### config.mk
export PLATFORM = sky130hd
export DESIGN_NAME = ifetch_queue
export DESIGN_NICKNAME = d
export VERILOG_FILES = /design/src/rtl/ifetch_pkg.sv /design/src/rtl/fetch_fifo.sv /design/src/rtl/ifetch_queue.sv
export SDC_FILE = /design/constraint.sdc
export NUM_CORES = 1
export LEC_CHECK = 0
export CAP_MARGIN = 20
export CORE_MARGIN = 2
export CORE_UTILIZATION = 40
export DETAILED_ROUTE_END_ITERATION = 10
export GPL_ROUTABILITY_DRIVEN = 0
export PLACE_DENSITY_LB_ADDON = 0.2
export SYNTH_ARGS = -nofsm -noshare
export SYNTH_HDL_FRONTEND = slang
export SYNTH_HIERARCHICAL = 1
export SYNTH_SLANG_ARGS = --single-unit
### constraint.sdc
create_clock -name clk -period 8.3 [get_ports clk]
set_clock_uncertainty 0.05 [all_clocks]
set_input_delay 1.66 -clock clk [delete_from_list [all_inputs] [get_ports clk]]
set_output_delay 1.66 -clock clk [all_outputs]
set_load 0.1 [all_outputs]
### src/rtl/ifetch_pkg.sv
// rtl/ifetch_pkg.sv - shared types and constants for the instruction fetch queue
package ifetch_pkg;

  localparam int XLEN = 32;
  localparam logic [XLEN-1:0] PC_STEP  = 32'd4;
  localparam logic [XLEN-1:0] INST_NOP = 32'h0000_0013;

  typedef struct packed {
    logic [XLEN-1:0] pc;
    logic [XLEN-1:0] data;
  } fetch_entry_t;

  function automatic logic [XLEN-1:0] align_pc(input logic [XLEN-1:0] addr);
    return {addr[XLEN-1:2], 2'b00};
  endfunction

endpackage

### src/rtl/fetch_fifo.sv
// rtl/fetch_fifo.sv - prefetch FIFO of {pc, data} with flush and a registered head
module fetch_fifo
  import ifetch_pkg::*;
#(
  parameter int DEPTH = 4,
  localparam int AW = $clog2(DEPTH),
  localparam int CW = AW + 1
) (
  input  logic         clk,
  input  logic         reset,
  input  logic         flush,
  input  logic         push,
  input  fetch_entry_t push_data,
  input  logic         pop,
  output fetch_entry_t head,
  output logic [CW-1:0] count,
  output logic         full,
  output logic         empty
);

  fetch_entry_t  mem [DEPTH];
  logic [AW-1:0] wr_ptr;
  logic [AW-1:0] rd_ptr;
  logic [AW-1:0] rd_ptr_nxt;
  logic [CW-1:0] count_nxt;
  logic [CW-1:0] kept;
  logic          do_pop;

  assign empty      = (count == '0);
  assign full       = (count == CW'(DEPTH));
  assign do_pop     = pop && !empty;
  assign rd_ptr_nxt = rd_ptr + AW'(do_pop);
  assign kept       = count - CW'(do_pop);
  assign count_nxt  = kept + CW'(push);

  always_ff @(posedge clk) begin
    if (push) begin
      mem[wr_ptr] <= push_data;
    end
  end

  // head mirrors mem[rd_ptr] one cycle ahead so the output never depends on pop
  always_ff @(posedge clk) begin
    if (reset || flush) begin
      wr_ptr <= '0;
      rd_ptr <= '0;
      count  <= '0;
      head   <= '0;
    end else begin
      if (push) begin
        wr_ptr <= wr_ptr + AW'(1);
      end
      rd_ptr <= rd_ptr_nxt;
      count  <= count_nxt;
      if (count_nxt == '0) begin
        head <= '0;
      end else if (kept == '0) begin
        head <= push_data;
      end else begin
        head <= mem[rd_ptr_nxt];
      end
    end
  end

endmodule

### src/rtl/ifetch_queue.sv
// rtl/ifetch_queue.sv - sequential fetch address generation, credit-limited issue, redirect flush
module ifetch_queue
  import ifetch_pkg::*;
#(
  parameter int DEPTH = 4,
  parameter logic [31:0] RESET_PC = 32'h0000_0000
) (
  input  logic        clk,
  input  logic        reset,
  output logic        imem_req_valid,
  output logic [31:0] imem_req_addr,
  input  logic        imem_req_ready,
  input  logic        imem_rsp_valid,
  input  logic [31:0] imem_rsp_data,
  input  logic        redirect,
  input  logic [31:0] redirect_pc,
  output logic        inst_valid,
  output logic [31:0] inst,
  output logic [31:0] inst_pc,
  input  logic        inst_ready
);

  localparam int CW = $clog2(DEPTH) + 1;

  logic [XLEN-1:0] fetch_pc;
  logic [XLEN-1:0] rsp_pc;
  logic [CW-1:0]   live_cnt;
  logic [CW-1:0]   drop_cnt;
  logic [CW-1:0]   fifo_count;
  logic [CW+1:0]   credits_used;
  logic            fifo_full;
  logic            fifo_empty;
  logic            req_fire;
  logic            rsp_drop;
  logic            rsp_live;
  logic            pop;
  logic            push;
  fetch_entry_t    head;
  fetch_entry_t    push_entry;

  // occupancy plus every outstanding response must fit in the FIFO
  assign credits_used   = {2'b00, fifo_count} + {2'b00, live_cnt} + {2'b00, drop_cnt};
  assign imem_req_valid = !reset && !redirect && (credits_used < (CW+2)'(DEPTH));
  assign imem_req_addr  = reset ? RESET_PC : fetch_pc;
  assign req_fire       = imem_req_valid && imem_req_ready;

  assign rsp_drop = imem_rsp_valid && (drop_cnt != '0);
  assign rsp_live = imem_rsp_valid && (drop_cnt == '0) && (live_cnt != '0);

  assign inst_valid = !reset && !fifo_empty;
  assign inst       = reset ? '0 : head.data;
  assign inst_pc    = reset ? '0 : head.pc;
  assign pop        = inst_valid && inst_ready;

  assign push       = rsp_live && !redirect && (!fifo_full || pop);
  assign push_entry = '{pc: rsp_pc, data: imem_rsp_data};

  fetch_fifo #(.DEPTH(DEPTH)) u_fifo (
    .clk       (clk),
    .reset     (reset),
    .flush     (redirect),
    .push      (push),
    .push_data (push_entry),
    .pop       (pop),
    .head      (head),
    .count     (fifo_count),
    .full      (fifo_full),
    .empty     (fifo_empty)
  );

  always_ff @(posedge clk) begin
    if (reset) begin
      fetch_pc <= RESET_PC;
      rsp_pc   <= RESET_PC;
      live_cnt <= '0;
      drop_cnt <= '0;
    end else if (redirect) begin
      // a response arriving now retires one pending slot of the old stream
      fetch_pc <= align_pc(redirect_pc);
      rsp_pc   <= align_pc(redirect_pc);
      live_cnt <= '0;
      drop_cnt <= drop_cnt + live_cnt - CW'(rsp_drop || rsp_live);
    end else begin
      if (req_fire) begin
        fetch_pc <= fetch_pc + PC_STEP;
      end
      if (rsp_live) begin
        rsp_pc <= rsp_pc + PC_STEP;
      end
      live_cnt <= live_cnt + CW'(req_fire) - CW'(rsp_live);
      drop_cnt <= drop_cnt - CW'(rsp_drop);
    end
  end

endmodule
==> impl_metrics.toml, run 1 <==
[floorplanning]
rows = 77
initial_utilization_pct = 40.4
io_pins = 168
die_h_microns = 215
die_area_sq_um = 46200
coreArea_sq_um = 44000
chipWidth_microns = 215

[power]
pwr-share-clk_pct = 42.6
internal-power_mw = 3.29
ir_drop_mv = 0.135
swShare_pct = 23.2
power_frac_comb_pct = 7.1
power.switching_mw = 0.993
leakage_nw = 6.78
power.total_mw = 4.28
seqPwrFrac_pct = 50.3
powerDensity_nw_per_um2 = 201

[placement]
dp_hpwl_microns = 25600
placedCellCount = 2111
post-place-ws_ns = 2.36
io_buffers = 163

[finish]
n_antenna_cell = 0
final_cell_mix = "edfxtp_1 (256), clkdlybuf4s50_1 (161), dfxtp_1 (137), mux2i_1 (131), nor2b_1 (92)"
fin_nets = 1660
syn_to_final_growth_pct = 19.8
final_common_cell = "edfxtp_1"
finalNonFillerCells = 2189
post_route_cells_drive_above_1_share_pct = 11.5
fillers = 3963

[grt]
grt_pass1_vias = 11900
grt_antenna_before_repair = 0
grt_pass1_wl_microns = 68600
grt_max_degree = 139
grt-ovfl-total = 0
grt_usage_pct = 18.7

[sta]
postLayoutSetupSlackWorst_ns = 2.20
hold_viol_final = 0
whs_ns = 0.490
setup_violations = 0
tns_ns = 0
fmax_ghz = 0.164
worstMarginPinSlew_ns = 1.01
finalCriticalPeriod_ns = 6.10
slew_headroom_pct = 32.6
rsz0062_at_grt = "no"
slew_violations = 0
timing.final.crit_share_pct = 73.5

[flow_run]
cap_viol_max_count = 0

[drt]
ant_nets = 0
drt_wl_total_microns = 43600
routed-via-count = 11800
dr.pass1.iters = 5
wl_per_cell_microns = 19.9
first_iter_violations = 756
post_drt_via_cell_ratio = 5.40
drc = 0

[clocking]
htreeDepth = 2
ctsHoldBuffers = 0
clk_latency_ns = 0.56
root_buffer = "clkbuf_16"
cts_resized = 0
cts_sinks = 393
cts_buffers = 43
cts_tree = "yes"
clk_pin_slew_ns = 0.06
cts_setup_buffers = 0
clk_path_buf_depth = 3

[setup_path]
crit_family = "buffers and inverters"
critPathCaptureType = "output pin"
worstPathCellList = "inv_1, fa_1, inv_1, fa_1, nand2b_1, a2111oi_1, clkdlybuf4s50_1"
cp.arrival_ns = 4.39
cp_slowest_cell = "clkdlybuf4s50_1"
criticalPathCategory = "flip-flop to output pin"
required_ns = 6.59
cpPeakStageDelay_ns = 1.24
crit_buf_inv = 3
crit_path_start_kind = "flip-flop"
path_max_fanout = 6

[logic_synthesis]
synth-edff-count = 256
synth_area_sq_um = 17800
async_flop_share_pct = 0
synth.yosys.seq_area_share_pct = 58.6
ys.flop_type = "edfxtp_1"
yosys_warnings = 6
avgSynthCellArea_sq_um = 12.4
synthesis.instances = 1429
ys_ff_latch = 393
synthDistinctLibCells = 72

[hold_path]
holdCritPathClass = "flip-flop to flip-flop"

[outcome]
status = "complete, no violations"
[flip-flops by register name, indices dropped and copies added (netlist names)]
signal         count
u_fifo/wr_ptr      2
drop_cnt           3
fetch_pc          30
live_cnt           3
u_fifo/mem       256
u_fifo/rd_ptr      2
rsp_pc            30
u_fifo/head       64
u_fifo/count       3
[synth_stat cells, drive strengths merged (19+ instances only)]
| cell | instances | area share, % |
|---|---|---|
| xnor2 | 28 | 1.4 |
| nand2 | 47 | 0.99 |
| buf | 33 | 1.1 |
| a211oi | 21 | 0.89 |
| nor3 | 19 | 0.68 |
| mux2 | 65 | 4.1 |
| nand3 | 24 | 0.68 |
| inv | 37 | 0.78 |
| ha | 21 | 1.5 |
| o21ai | 68 | 1.9 |
| clkbuf | 72 | 1.6 |
| nor2 | 46 | 0.97 |
| nand4 | 82 | 2.9 |
| nor3b | 65 | 2.7 |
| nor2b | 92 | 3.2 |
| edfxtp | 256 | 43 |
| dfxtp | 137 | 15 |
| mux2i | 131 | 7.4 |
[worst register-to-register path: stages, from the launching register on]
cell and delay (ns):
dfxtp_1 0.45, inv_1 0.12, fa_1 0.61, nor2_1 0.07, fa_1 0.50, or4b_1 0.60
a21oi_2 0.62, inv_2 0.31, ha_1 0.35, inv_1 0.05, ha_1 0.12, inv_1 0.04
fa_1 0.37, xnor2_1 0.18, xnor2_1 0.14, nor3_1 0.05
[metrics by stage]
step | instance area [sq um] | utilization (%)
3_3_place_gp | 19900 | 45.3
4_1_cts | 21300 | 48.4
2_1_floorplan | 17800 | -
5_1_grt | 21300 | 48.4
6_report | 21300 | 48.4
3_5_place_dp | 20000 | 45.4
[power by group through the flow]
stage	Clock [mW]	Sequential, mW	Combinational, mW
after floorplan	0	2.18	0.207
after global placement	0	2.19	0.298
after detailed placement	0	2.20	0.302
after CTS	1.88	2.15	0.305
after global routing	1.95	2.16	0.332
final	1.83	2.16	0.303
[layer usage]
layer  vias to the layer above  global-route usage [%]  share of wire (%)
met5                         -                       0                  0
met3                        54                    2.75                5.3
met1                      5828                    25.9                 46
li1                       5605                       -                  -
met4                         0                    5.74                1.7
met2                       340                    30.5                 47
[cell type report]
cell class	count	area (sq um)	share of cell area (%)
Inverter	37	139	0.652
Timing Repair Buffer	184	1830	8.60
Multi-Input combinational cell	905	6830	32.1
Sequential cell	393	10400	48.9
Clock buffer	65	1200	5.63
Tap cell	592	741	3.48
Clock inverter	13	136	0.640
[worst paths after layout]
check / start / endpoint / slack [ns] / cells after the start
setup / recovery: u_fifo/count[2]$_SDFF_PP0_ / imem_req_valid / 2.20 / 7
hold / removal: fetch_pc[3]$_SDFFE_PP0P_ / fetch_pc[3]$_SDFFE_PP0P_ / 0.49 / 2
setup reg to reg: live_cnt[1]$_SDFF_PP0_ / live_cnt[2]$_SDFF_PP0_ / 3.51 / 15
hold reg to reg: fetch_pc[3]$_SDFFE_PP0P_ / fetch_pc[3]$_SDFFE_PP0P_ / 0.49 / 2
[cell families (layout without fill, tap and decap cells)]
logic type	after synthesis	after routing	synth area share, %
buffers and inverters	142	299	3.48
adders and majority gates	26	26	2.04
other	1	12	0.0211
xor gates and xnor gates	36	36	1.86
DFF	393	393	58.6
and+or+nand+nor	446	446	15.3
AOI/OAI and AO/OA	189	189	7.14
muxes	196	196	11.5
Power figures use the tool's default switching activity.
==> run 2: changes to the inputs <==
- clock period: 8.3 -> 6.1 ns (I/O delays scaled with it)
==> impl_metrics.toml, run 2 (synthesis results as in run 1) <==
[setup_path]
criticalPathCategory = "flip-flop to output pin"
cp_slowest_cell = "clkdlybuf4s50_1"
crit_path_start_kind = "flip-flop"
path_max_fanout = 6
worstPathCellList = "inv_1, fa_1, inv_1, fa_1, nand2b_1, a2111oi_2, clkdlybuf4s50_1"
cpPeakStageDelay_ns = 1.22
critPathCaptureType = "output pin"
crit_family = "buffers and inverters"
crit_buf_inv = 3
cp.arrival_ns = 4.20
required_ns = 4.83

[clocking]
clk_pin_slew_ns = 0.06
cts_sinks = 393
htreeDepth = 2
ctsHoldBuffers = 0
clk_path_buf_depth = 3
cts_resized = 0
root_buffer = "clkbuf_16"
cts_tree = "yes"
clk_latency_ns = 0.56
cts_setup_buffers = 0
cts_buffers = 43

[floorplanning]
coreArea_sq_um = 44000
initial_utilization_pct = 40.4
rows = 77
chipWidth_microns = 215
die_h_microns = 215
io_pins = 168
die_area_sq_um = 46200

[power]
seqPwrFrac_pct = 48.0
swShare_pct = 22.1
leakage_nw = 6.88
power.switching_mw = 1.35
pwr-share-clk_pct = 45.2
ir_drop_mv = 0.157
powerDensity_nw_per_um2 = 283
power_frac_comb_pct = 6.8
internal-power_mw = 4.75

[outcome]
status = "complete, no violations"

[grt]
grt-ovfl-total = 0
grt_antenna_before_repair = 0
grt_pass1_vias = 12000
grt_pass1_wl_microns = 68100
grt_usage_pct = 18.7
grt_max_degree = 80

[finish]
top_register = "u_fifo/mem"
final_cell_mix = "edfxtp_1 (256), clkdlybuf4s50_1 (161), dfxtp_1 (137), mux2i_1 (131), nor2b_1 (92)"
syn_to_final_growth_pct = 21.1
largest_reg_flops = 256
fillers = 3874
n_antenna_cell = 0
top_regs = "u_fifo/mem: 256 flops, u_fifo/head: 64 flops"
post_route_cells_drive_above_1_share_pct = 12.0
final_common_cell = "edfxtp_1"
fin_nets = 1663

[drt]
wl_per_cell_microns = 19.8
drt_wl_total_microns = 43500
first_iter_violations = 704
drc = 0
ant_nets = 0
routed-via-count = 11900
post_drt_via_cell_ratio = 5.44
dr.pass1.iters = 5

[sta]
slew_headroom_pct = 28.7
hold_viol_final = 0
rsz0062_at_grt = "no"
timing.final.crit_share_pct = 89.7
whs_ns = 0.503
slew_violations = 0
worstMarginPinSlew_ns = 1.07
tns_ns = 0
setup_violations = 0
fmax_ghz = 0.183
finalCriticalPeriod_ns = 5.47

[placement]
dp_hpwl_microns = 25000
io_buffers = 163

[hold_path]
holdCritPathClass = "flip-flop to flip-flop"

[flow_run]
cap_viol_max_count = 0
run 2: changes by cell type in the layout (fill, tap and decap cells not counted), moves of 2 or more:
cell,change
and2_4,-4
clkbuf_16,+2
clkbuf_8,-2
buf_12,+5
clkbuf_1,-3
bufinv_16,+6
and2_2,+4
run 2: per-stage QoR:
stage / power, mW / setup WS (ns) / util [%] / area, sq um / cells
global placement: 3.39 / 1.28 / 45.5 / 20000 / 2114
finish: 6.11 / 0.627 / 48.9 / 21500 / 2193
detailed placement: 3.40 / 1.23 / 45.5 / 20000 / 2114
global route: 6.32 / 0.457 / 48.9 / 21500 / 2193
floorplan: 3.25 / 0.486 / - / 17800 / 1440
CTS: 6.17 / 0.618 / 48.9 / 21500 / 2193
run 2: layout make-up:
type	count	area (sq um)	share of cell area, %
well taps	592	741	3.44
clock buffers	62	1210	5.62
repair buffers	187	1900	8.81
multi-input cells	905	6820	31.7
clock inverters	17	300	1.39
inverters	37	139	0.645
flip-flops and latches	393	10400	48.4
run 2: layer usage:
metal | GRT usage, % | part of all wire [%] | vias up
li1 | - | - | 5606
met1 | 25.3 | 46 | 5836
met2 | 30.4 | 46 | 407
met3 | 3.03 | 5.6 | 72
met4 | 6.50 | 2.5 | 0
met5 | 0 | 0 | -
run 2: worst paths after layout:
kind	end	start	cells after the start	slack (ns)
hold reg to reg	u_fifo/mem[0][40]$_DFFE_PP_	rsp_pc[8]$_SDFFE_PP0P_	0	0.50
setup reg to reg	live_cnt[2]$_SDFF_PP0_	live_cnt[1]$_SDFF_PP0_	16	1.76
hold / removal	u_fifo/mem[0][40]$_DFFE_PP_	rsp_pc[8]$_SDFFE_PP0P_	0	0.50
setup / recovery	imem_req_valid	u_fifo/count[2]$_SDFF_PP0_	7	0.63
run 2: power by group through the flow:
| stage | Clock [mW] | Combinational, mW | Sequential (mW) |
|---|---|---|---|
| after detailed placement | 0 | 0.414 | 2.99 |
| after CTS | 2.82 | 0.418 | 2.93 |
| after global routing | 2.92 | 0.458 | 2.94 |
| after global placement | 0 | 0.410 | 2.98 |
| final | 2.76 | 0.416 | 2.93 |
| after floorplan | 0 | 0.283 | 2.96 |
run 2: worst reg2reg max path, stage by stage, from the launching register on:
cell and delay (ns):
dfxtp_1 0.44, inv_1 0.12, fa_1 0.58, nor2_1 0.07, fa_1 0.52, or4b_1 0.59
a21oi_2 0.14, buf_4 0.23, inv_2 0.18, ha_1 0.31, inv_1 0.06, ha_1 0.13
inv_1 0.05, fa_1 0.37, xnor2_1 0.18, xnor2_1 0.13, nor3_1 0.05
==> run 3: changes to the inputs <==
- CAP_MARGIN: 20 -> 15
==> results of run 3 <==
No change in the layout: final DEF, timing and power equal those of run 2.
